`src/rtl/satd_ctrl.sv`:
```
// satd_ctrl: sequencer for the 8x8 SATD datapath (row fetch, diff enable, sum).
// Build option SATD_CTRL_ROUND_EN: report (acc + 2) >> 2 instead of the raw sum.
module satd_ctrl #(
    parameter int ROWS     = 8,
    parameter int ADDR_W   = 6,
    parameter int SUM_IN_W = 16,
    parameter int SATD_W   = 19
) (
    input  logic                CLK,
    input  logic                RST,
    input  logic                start,
    input  logic [ADDR_W-1:0]   base_addr,
    output logic                busy,
    output logic                rd_en,
    output logic [ADDR_W-1:0]   rd_addr,
    output logic                diff_en,
    input  logic                row_valid,
    input  logic [SUM_IN_W-1:0] row_sum,
    output logic                done,
    output logic [SATD_W-1:0]   satd
);

    localparam int CNT_W = $clog2(ROWS) + 1;
    localparam logic [CNT_W-1:0] LAST = CNT_W'(ROWS);
    localparam logic [CNT_W-1:0] ONE  = CNT_W'(1);

    typedef enum logic [1:0] {
        IDLE,
        ISSUE,
        DRAIN,
        DONE
    } state_t;

    state_t             state;
    logic [ADDR_W-1:0]  base_q;
    logic [CNT_W-1:0]   issue_cnt;
    logic [CNT_W-1:0]   ret_cnt;
    logic [SATD_W-1:0]  acc;

    logic               take;
    logic [CNT_W-1:0]   ret_nxt;
    logic [SATD_W-1:0]  acc_nxt;
    logic               ret_done;
    logic               last_iss;
    logic [SATD_W-1:0]  satd_fin;

    // Accept a row result only while a block is in flight and short of ROWS.
    always_comb begin
        take     = 1'b0;
        ret_nxt  = ret_cnt;
        acc_nxt  = acc;
        if ((state == ISSUE || state == DRAIN) && row_valid
            && (ret_cnt < LAST)) begin
            take = 1'b1;
        end
        if (take) begin
            ret_nxt = ret_cnt + ONE;
            acc_nxt = acc + SATD_W'(row_sum);
        end
        ret_done = (ret_nxt == LAST);
        last_iss = (issue_cnt == LAST);
    end

`ifdef SATD_CTRL_ROUND_EN
    logic [SATD_W:0] rnd;

    // Hadamard normalisation; one extra bit keeps the +2 from overflowing.
    always_comb begin
        rnd      = {1'b0, acc_nxt} + (SATD_W+1)'(2);
        satd_fin = SATD_W'(rnd >> 2);
    end
`else
    assign satd_fin = acc_nxt;
`endif

    // Block control FSM; all outputs are registered here.
    always_ff @(posedge CLK) begin
        if (RST) begin
            state     <= IDLE;
            base_q    <= '0;
            issue_cnt <= '0;
            ret_cnt   <= '0;
            acc       <= '0;
            busy      <= 1'b0;
            rd_en     <= 1'b0;
            rd_addr   <= '0;
            done      <= 1'b0;
            satd      <= '0;
        end else begin
            rd_en <= 1'b0;
            done  <= 1'b0;
            unique case (state)
                IDLE: begin
                    if (start) begin
                        state     <= ISSUE;
                        base_q    <= base_addr;
                        busy      <= 1'b1;
                        rd_en     <= 1'b1;
                        rd_addr   <= base_addr;
                        issue_cnt <= ONE;
                        ret_cnt   <= '0;
                        acc       <= '0;
                    end
                end
                ISSUE: begin
                    acc     <= acc_nxt;
                    ret_cnt <= ret_nxt;
                    if (!last_iss) begin
                        rd_en     <= 1'b1;
                        rd_addr   <= base_q + ADDR_W'(issue_cnt);
                        issue_cnt <= issue_cnt + ONE;
                    end else if (ret_done) begin
                        state <= DONE;
                        done  <= 1'b1;
                        satd  <= satd_fin;
                    end else begin
                        state <= DRAIN;
                    end
                end
                DRAIN: begin
                    acc     <= acc_nxt;
                    ret_cnt <= ret_nxt;
                    if (ret_done) begin
                        state <= DONE;
                        done  <= 1'b1;
                        satd  <= satd_fin;
                    end
                end
                DONE: begin
                    state <= IDLE;
                    busy  <= 1'b0;
                end
                default: begin
                    state <= IDLE;
                    busy  <= 1'b0;
                end
            endcase
        end
    end

    // Difference stage runs one cycle behind each fetch (read latency 1).
    always_ff @(posedge CLK) begin
        if (RST) begin
            diff_en <= 1'b0;
        end else begin
            diff_en <= rd_en;
        end
    end

endmodule
```
`config.mk`:
```
export PLATFORM = sky130hd
export DESIGN_NAME = satd_ctrl
export DESIGN_NICKNAME = d
export VERILOG_FILES = /design/src/rtl/satd_ctrl.sv
export SDC_FILE = /design/constraint.sdc
export NUM_CORES = 1
export LEC_CHECK = 0
export BUFFER_PORTS_ARGS = -buffer_cell sky130_fd_sc_hd__buf_2
export CORE_MARGIN = 3
export CORE_UTILIZATION = 62
export DETAILED_ROUTE_END_ITERATION = 6
export PLACE_DENSITY = 0.85
export SYNTH_ARGS = -nofsm -noshare
export SYNTH_HDL_FRONTEND = slang
export SYNTH_SLANG_ARGS = --single-unit
```
`constraint.sdc`:
```
create_clock -name CLK -period 5.8 [get_ports CLK]
set_input_delay 0.58 -clock CLK [delete_from_list [all_inputs] [get_ports CLK]]
set_output_delay 0.58 -clock CLK [all_outputs]
set_load 0.05 [all_outputs]
```
# Word-level counts from Yosys, hierarchy flattened
# Cells that the tools add are included.
dict set report classes {
  magnitude_cmp 1
  mux 29
  n_eq_ne 9
  reduce_logical 15
  n_addsub 4
}
# cell n
set ops {}
lappend ops {{two-way mux 19 bit} 4}
lappend ops {{one-hot mux 19 bit (2 select lines)} 2}
lappend ops {{adder 19 x 16 -> 19 bit} 1}
lappend ops {{two-way mux 4 bit} 4}
lappend ops {{one-hot mux 4 bit (2 select lines)} 2}
lappend ops {{two-way mux 6 bit} 2}
lappend ops {{one-hot mux 6 bit (2 select lines)} 1}
lappend ops {{adder 4 x 1 -> 4 bit, second input constant} 2}
lappend ops {{== test 4 bit, second input constant} 2}
lappend ops {{inequality test 2 bit, second input constant} 4}
lappend ops {{one-hot mux 2 bit (4 select lines)} 1}
lappend ops {{AND reduction 2 bit} 4}
lappend ops {{nonzero test 2 bit} 4}
lappend ops {{two-way mux 1 bit} 7}
lappend ops {{adder 6 x 4 -> 6 bit} 1}
lappend ops {{two-way mux 2 bit} 3}
lappend ops {{one-hot mux 1 bit (2 select lines)} 3}
lappend ops {{AND reduction 3 bit} 2}
lappend ops {{== test 2 bit, second input constant} 2}
lappend ops {{less-than comparator 4 bit, second input constant} 1}
lappend ops {{== test 2 x 1 -> 1 bit, second input constant} 1}
lappend ops {{logical AND 1 bit} 2}
lappend ops {{zero test 2 bit} 1}
lappend ops {{OR reduction 2 bit} 1}
lappend ops {{logical OR 1 bit} 1}
dict set report totals {
  reg_bits 64
  output_inout_bits 29
  word_cells 69
  input_bits 26
}

# Depth between registers and ports, before layout
# Gate-level depths: netlist of the first run.
dict set report logic_depth {
  ltp_word 10
  ltp_mapped 10
  depth_no_buf 9
}

# Worst setup path before layout of the first run
# Ideal clock, no wire load.
dict set report synth_timing {
  path_kind {input port to flip-flop}
  start {input row_sum[9]}
  end {register acc[18]}
  n_path_buf 0
  setup_slack_ns 3.398
  required_time_ns 5.678
  stages 6
  setup_time_ns 0.122
  arrival_time_ns 2.280
  path_cell_list {ha_1 > and2_0 > a221o_1 > a2111oi_4 > a211oi_2 > a221o_1}
}
dict set report synth_between {
  elab_chain_len 3
}
# item line
set synth_lines {}
lappend synth_lines {{from (decl)} 18} ;# input logic [SUM_IN_W-1:0] row_sum,
lappend synth_lines {{adder 19 x 16 -> 19 bit} 58} ;# acc_nxt = acc + SATD_W'(row_sum);
lappend synth_lines {{two-way mux 19 bit} 56} ;# if (take) begin
lappend synth_lines {{one-hot mux 19 bit (2 select lines)} 92} ;# unique case (state)
lappend synth_lines {{to (signal assigned)} 106} ;# acc <= acc_nxt;
lappend synth_lines {{to (signal assigned)} 121} ;# acc <= acc_nxt;
lappend synth_lines {{to (decl)} 38} ;# logic [SATD_W-1:0] acc;
# No other way between the ends.
# A chain may end at the register's enable or synchronous reset.

# Worst setup path in the final report of the first run
dict set report layout_timing {
  start {register state[1]}
  end {register acc[18]}
}
dict set report layout_between {
  elab_chain_len 7
  word_cells_on_any_way 13
  cone_classes {eq/ne (3); mux (3); reduce/logical (7)}
}
# item line
set layout_lines {}
lappend layout_lines {{from (decl)} 34} ;# state_t state;
lappend layout_lines {{from (signal assigned)} 79} ;# state <= IDLE;
lappend layout_lines {{from (signal assigned)} 95} ;# state <= ISSUE;
lappend layout_lines {{from (signal assigned)} 113} ;# state <= DONE;
lappend layout_lines {{== test 2 x 1 -> 1 bit / == test 2 bit (equally long branches)} {52, 92}}
lappend layout_lines {{logical OR 1 bit} 52} ;# if ((state == ISSUE || state == DRAIN) && row_valid
lappend layout_lines {{logical AND 1 bit} 52}
lappend layout_lines {{logical AND 1 bit} 53} ;# && (ret_cnt < LAST)) begin
lappend layout_lines {{two-way mux 1 bit} 52}
lappend layout_lines {{two-way mux 19 bit} 56}
lappend layout_lines {{one-hot mux 19 bit (2 select lines)} 92}
# Several ways; a longest one is shown, not always the timed one.

==> out/metrics.csv, run 1 <==
metric;value;unit
Crit. End Element;flip-flop;
Layout Nets;557;
fraction of layout cells with a size suffix above 1;0.168;
largest net degree at the start of global routing;71;
CP Class;flip-flop to flip-flop;
MaxCap Viol Count;0;
FFs w/ async S/R, synth;0;
DPL Wire Length;6380;um
CTS tree;yes;
worst endpoint required time;6.04;ns
antenna violations before repair;0;
I/O Buffers;54;
standard-cell rows;28;
post-synthesis register bit count;64;
Gate power share;0.419;
Routed Antenna Nets;0;
sequential cell area fraction in the yosys report;0.333;
Setup Buffers After CTS;0;
worst r2r src;state[1];
Hold/Removal Path Class;flip-flop to flip-flop;
actual slew at the worst max-slew pin;0.976;ns
First DRT Iteration DRCs;223;
period utilisation layout;0.489;
post_cts resized;0;
Detailed Route WL;9080;um
Global Route Usage Sum;0.261;
H-tree levels;3;
die height;84.8;um
Yosys cell types;57;
clock share of power;0.240;
slowest stage cell, crit path;nor2_2;
Static Leak;1.80;nW
clk root buf;clkbuf_8;
area of the core;5960;um2
Hold Path End;diff_en;
Mean Syn Cell Area;8.41;um2
Slew HR;0.347;
Cells after Synth;458;
switching power;0.658;mW
worst-path cell chain;inv_1 > ha_1 > nand2_1 > nor2_2 > o21ai_0 > a211oi_2 > nor3b_1 > a221o_1;
minimum clock period;2.84;ns
Max Fanout on Critical Path;16;
RSZ-0062 raised after global routing;false;
vias in the first global route;3439;
Die Span X;84.8;um
WL per Instance;15.6;um
worst reg2reg endpoint;acc[18];
first-pass GRT wire length;15400;um
worst setup path start;state[1];
reg-to-reg slack, setup;2.96;ns
clock sinks;64;
IO Count;55;
clock buffer depth;2;
vias per inst;6.13;
Cell Int Power;0.879;mW
Net Sw Frac;0.428;
clock skew;0.00605;ns
Worst EP arrival;3.08;ns
outcome;finished, final reports clean;
Routability Congestion;0.894;
Reg2Reg Depth;8;
DR DRC count;0;
ant diodes;0;
fmax;0.352;GHz
number of synthesized flops with an enable pin;0;
worst path bufs/invs;1;
slowest stage delay, CP;0.63;ns
GR Overflow Total;0;
Main synth FF type;dfxtp_1;
Worst-Skew Late Latency;0.35;ns
Crit path max-delay family;compound AO/OA/AOI/OAI gates;
Final Max Slew Viols;0;
PD cells;357;nW/um2
hold slack final;0.467;ns
starting density of the core;0.646;
syn nets;513;
part of the power in registers;0.341;
First-pass DRT Iterations;5;
Fin. Hold Viols;0;
Synth Warn #;0;
Peak VDD IR;0.245;mV
cts bufs inserted;9;
mapped cell area;3850;um2
CP Launch Type;flip-flop;
area delta synth->final;12.0;%
Setup TNS;0;ns
Power, Total;1.54;mW
final setup fails;0;
clk slew on worst S/H paths;0.07;ns
hold path start;rd_en;
Vias;3567;
hold_buf cts;0;
Hold Path Stages;1;
die footprint;7190;um2
-- sequential cells by signal, indices dropped and copies added (netlist names) --
register / flops
satd: 19
done: 1
busy: 1
state: 2
base_q: 6
ret_cnt: 4
acc: 19
issue_cnt: 4
diff_en: 1
rd_addr: 6
rd_en: 1
-- worst max path at each step --
stage / end / slack [ns] / depth (start not counted)
2_1_floorplan: acc[18] / 3.40 / 6
3_3_place_gp: satd[10] / 3.10 / 9
3_5_place_dp: satd[14] / 2.99 / 9
4_1_cts: acc[18] / 2.98 / 8
5_1_grt: satd[18] / 2.70 / 8
6_report: acc[18] / 2.96 / 8
-- cells in the final DEF (no fill, tap or decap), types with 8 or more instances in the layout --
cell      count
nor2_1       54
mux2i_1      12
nor3_1        9
o21ai_0      21
buf_2        54
ha_1         27
a22oi_1       9
dfxtp_1      64
a31oi_1       8
xnor2_1      13
a21oi_1      34
nand2_1      46
clkbuf_8     12
inv_1        15
a21o_1       10
a211oi_1     14
-- Yosys cell counts, types with 5 or more instances --
master / n / area share
dfxtp_1: 64 / 0.33
nor2_1: 54 / 0.053
nand2_1: 46 / 0.045
a21oi_1: 34 / 0.044
ha_1: 27 / 0.088
o21ai_0: 21 / 0.027
inv_1: 15 / 0.015
a211oi_1: 14 / 0.027
xnor2_1: 13 / 0.030
mux2i_1: 12 / 0.031
clkbuf_1: 11 / 0.011
a21o_1: 10 / 0.019
a22oi_1: 9 / 0.018
nor3_1: 9 / 0.012
a31oi_1: 8 / 0.013
buf_2: 8 / 0.010
nand2b_1: 7 / 0.011
nand3_1: 7 / 0.0091
nor3b_1: 7 / 0.014
a311oi_2: 6 / 0.023
xor2_1: 6 / 0.014
and3_1: 5 / 0.0081
nand4_1: 5 / 0.0081
or3_1: 5 / 0.0081
-- area by class of cell --
type / count / area (um2)
Sequential cell: 64 / 1280
Multi-Input combinational cell: 356 / 2400
Timing Repair Buffer: 56 / 285
Clock inverter: 4 / 27.5
Clock buffer: 12 / 165
Inverter: 15 / 56.3
Tap cell: 75 / 93.8
Fill cell: 479 / 1650
-- worst register-to-register path, cell delays in order (launching register included) --
cell      delay (ns)
dfxtp_1         0.40
inv_1           0.08
ha_1            0.48
nand2_1         0.11
nor2_2          0.63
o21ai_0         0.32
a211oi_2        0.36
nor3b_1         0.09
a221o_1         0.26
-- layer usage --
metal  wire length [um]  vias to the layer above  track usage
li1                   -                     1745            -
met1               3790                     1654        0.315
met2               4470                      142        0.448
met3                592                       26       0.0393
met4                228                        0        0.135
met5                  0                        -            0
-- metrics by stage --
step           std cells   util  cell area [um2]  setup WS, ns
2_1_floorplan        458      -             3850          3.40
3_3_place_gp         566  0.691             4120          3.10
3_5_place_dp         566  0.691             4120          2.99
4_1_cts              582  0.724             4310          2.98
5_1_grt              582  0.724             4310          2.70
6_report             582  0.724             4310          2.96
-- power groups by stage --
stage	clock [mW]	combinational, mW	sequential, mW
after floorplan	0	0.428	0.605
after global placement	0	0.621	0.531
after detailed placement	0	0.633	0.535
after CTS	0.375	0.637	0.525
after global routing	0.398	0.706	0.532
final	0.369	0.644	0.525
-- cell families after synthesis --
| group | synth area share |
|---|---|
| muxes | 0.0312 |
| DFF | 0.333 |
| AOI/OAI and AO/OA | 0.235 |
| xor gates and xnor gates | 0.0432 |
| and+or+nand+nor | 0.216 |
| buffers and inverters | 0.0435 |
| adders and majority gates | 0.0981 |
Power figures use the tool's default switching activity.
==> run 2: changes to the inputs <==
--- a/config.mk
+++ b/config.mk
@@ -7,9 +7,9 @@
 export LEC_CHECK = 0
 export BUFFER_PORTS_ARGS = -buffer_cell sky130_fd_sc_hd__buf_2
 export CORE_MARGIN = 3
-export CORE_UTILIZATION = 62
+export CORE_UTILIZATION = 52
 export DETAILED_ROUTE_END_ITERATION = 6
-export PLACE_DENSITY = 0.85
+export PLACE_DENSITY = 0.76
 export SYNTH_ARGS = -nofsm -noshare
 export SYNTH_HDL_FRONTEND = slang
 export SYNTH_SLANG_ARGS = --single-unit
==> constraint.sdc (replaced) <==
create_clock -name CLK -period 2.48 [get_ports CLK]
set_input_delay 0.248 -clock CLK [delete_from_list [all_inputs] [get_ports CLK]]
set_output_delay 0.248 -clock CLK [all_outputs]
set_load 0.05 [all_outputs]
==> run 2 against run 1 <==
Effect of this change: global-route usage shrank 3.7 points; total power grew 140%; highest routed layer unchanged; largest power group unchanged; worst hold slack lost 0.31 ns; clock-buffer cell count shrank 2; final cell count grew 5.5%; via count shrank 1.6%.
==> out/metrics.csv, run 2 (synthesis results as in run 1) <==
metric;value;unit;change
first-pass GRT wire length;15500;um;was 15400 um
Static Leak;1.86;nW;was 1.80 nW
actual slew at the worst max-slew pin;0.646;ns;was 0.976 ns
Crit. End Element;flip-flop;;unchanged
clock buffer depth;2;;unchanged
area of the multi-input gates;2420;um2;was 2400 um2
final worst slack;0.172;ns;was 2.96 ns
Hold Path Stages;3;;was 1
Max Fanout on Critical Path;11;;was 16
CP Launch Type;flip-flop;;unchanged
Global Route Usage Sum;0.224;;was 0.261
cts bufs inserted;9;;unchanged
Setup Buffers After CTS;0;;unchanged
die footprint;8470;um2;was 7190 um2
Placement Setup Slack;0.0414;ns;was 2.99 ns
FF+latch area;1280;um2;unchanged
MaxCap Viol Count;0;;unchanged
Setup TNS;0;ns;unchanged
final setup fails;0;;unchanged
First-pass DRT Iterations;4;;was 5
standard-cell rows;30;;was 28
most frequent cells in the layout;64 x dfxtp_1, 54 x nor2_1, 54 x buf_2;;unchanged
outcome;finished, final reports clean;;unchanged
antenna violations before repair;0;;unchanged
Hold/Removal Path Class;primary input to flip-flop;;was flip-flop to flip-flop
reg-to-reg slack, setup;0.17;ns;was 2.96 ns
clk slew on worst S/H paths;0.07;ns;about the same
Net Sw Frac;0.425;;was 0.428
clock skew;0.0108;ns;was 0.00605 ns
vias in the first global route;3381;;was 3439
First DRT Iteration DRCs;161;;was 223
clk root buf;clkbuf_8;;unchanged
worst reg2reg endpoint;satd[3];;was acc[18]
starting density of the core;0.551;;was 0.646
worst-path cell chain;inv_1 > ha_1 > nand4b_1 > xnor2_1 > nor4b_4 > buf_4 > mux2i_1 > nor2_1;;was inv_1 > ha_1 > nand2_1 > nor2_2 > o21ai_0 > a211oi_2 > nor3b_1 > a221o_1
Worst EP arrival;2.53;ns;was 3.08 ns
Final Util;0.634;;was 0.724
vias per inst;5.71;;was 6.13
final instance area;4430;um2;was 4310 um2
WL per Instance;14.7;um;was 15.6 um
largest net degree at the start of global routing;40;;was 71
minimum clock period;2.31;ns;was 2.84 ns
Final Max Slew Viols;0;;unchanged
Die Span X;92.0;um;was 84.8 um
Vias;3509;;was 3567
worst endpoint required time;2.70;ns;was 6.04 ns
Layout Nets;570;;was 557
Inst Count DP;600;;was 566
Routed Antenna Nets;0;;unchanged
hold path start;base_addr[5];;was rd_en
slowest stage delay, CP;0.40;ns;was 0.63 ns
Gate power share;0.453;;was 0.419
PD cells;823;nW/um2;was 357 nW/um2
Reg2Reg Depth;8;;unchanged
Peak VDD IR;0.438;mV;was 0.245 mV
worst r2r src;state[1];;unchanged
part of the power in registers;0.337;;was 0.341
Hold Path End;base_q[5];;was diff_en
ant diodes;0;;unchanged
area of the core;6980;um2;was 5960 um2
area of placed instances;4250;um2;was 4120 um2
IO Count;55;;unchanged
Layout Cells excl Fill;614;;was 582
Detailed Route WL;9050;um;was 9080 um
CP Class;flip-flop to flip-flop;;unchanged
Fin. Hold Viols;0;;unchanged
Power, Total;3.64;mW;was 1.54 mW
Routability Congestion;0.911;;was 0.894
most common cell after layout, fill and taps aside;dfxtp_1;;unchanged
die height;92.0;um;was 84.8 um
hold slack final;0.155;ns;was 0.467 ns
fraction of layout cells with a size suffix above 1;0.191;;was 0.168
clock share of power;0.210;;was 0.240
CTS tree;yes;;unchanged
I/O Buffers;54;;unchanged
switching power;1.55;mW;was 0.658 mW
DPL Wire Length;6700;um;was 6380 um
fmax;0.433;GHz;was 0.352 GHz
Filler cells;634;;was 479
H-tree levels;3;;unchanged
slowest stage cell, crit path;nor4b_4;;was nor2_2
clock sinks;64;;unchanged
Slew HR;0.570;;was 0.347
GR Overflow Total;0;;unchanged
Worst-Skew Late Latency;0.34;ns;was 0.35 ns
RSZ-0062 raised after global routing;false;;unchanged
DR DRC count;0;;unchanged
period utilisation layout;0.931;;was 0.489
largest registers;acc (19), satd (19);;unchanged
area delta synth->final;15.0;%;was 12.0%
Cell Int Power;2.10;mW;was 0.879 mW
run 2: changes by cell type in the layout (fill, tap and decap cells not counted), moves of 2 or more:
| cell | before | now |
|---|---|---|
| clkinvlp_4 | 3 | 1 |
| buf_4 | 2 | 14 |
| clkinv_2 | 1 | 3 |
| clkbuf_8 | 12 | 10 |
run 2: worst max-delay path by stage:
stage / endpoint / from
global route: satd[13] / state[1]
finish: satd[3] / state[1]
floorplan: satd[0] / state[1]
detailed placement: satd[10] / row_sum[0]
CTS: satd[10] / acc[0]
global placement: satd[14] / row_sum[0]
run 2: critical path, delay by kind of cell (launching register included):
family        cells  cell delay, ns
mux               1            0.22
flops             1            0.39
buf+inv           2            0.35
fa+ha+maj         1            0.38
xor+xnor          1            0.22
simple gates      3            0.63
run 2: area by class of cell:
type,count,share of cell area
clock inverters,4,0.00508
inverters,15,0.0127
clock buffers,10,0.0311
repair buffers,69,0.0893
well taps,96,0.0271
flip-flops and latches,64,0.289
multi-input cells,356,0.545
run 2: layer usage:
layer	share of wire	up-vias	track usage
met4	0.024	0	0.105
met2	0.46	94	0.370
met1	0.47	1625	0.284
li1	-	1773	-
met3	0.048	17	0.0369
met5	0	-	0
run 2: power by group through the flow:
stage	Clock, mW	Sequential [mW]	Combinational [mW]
floorplan	0	1.42	1.00
global placement	0	1.24	1.61
detailed placement	0	1.25	1.64
CTS	0.775	1.23	1.65
global route	0.824	1.25	1.82
finish	0.766	1.23	1.65
run 2: what timing repair did:
action | in CTS | in global routing
endpoints found under the setup margin | 0 | 7
gates resized for setup | 0 | 3
hold endpoints to repair | 0 | 0
hold buffers | 0 | 0
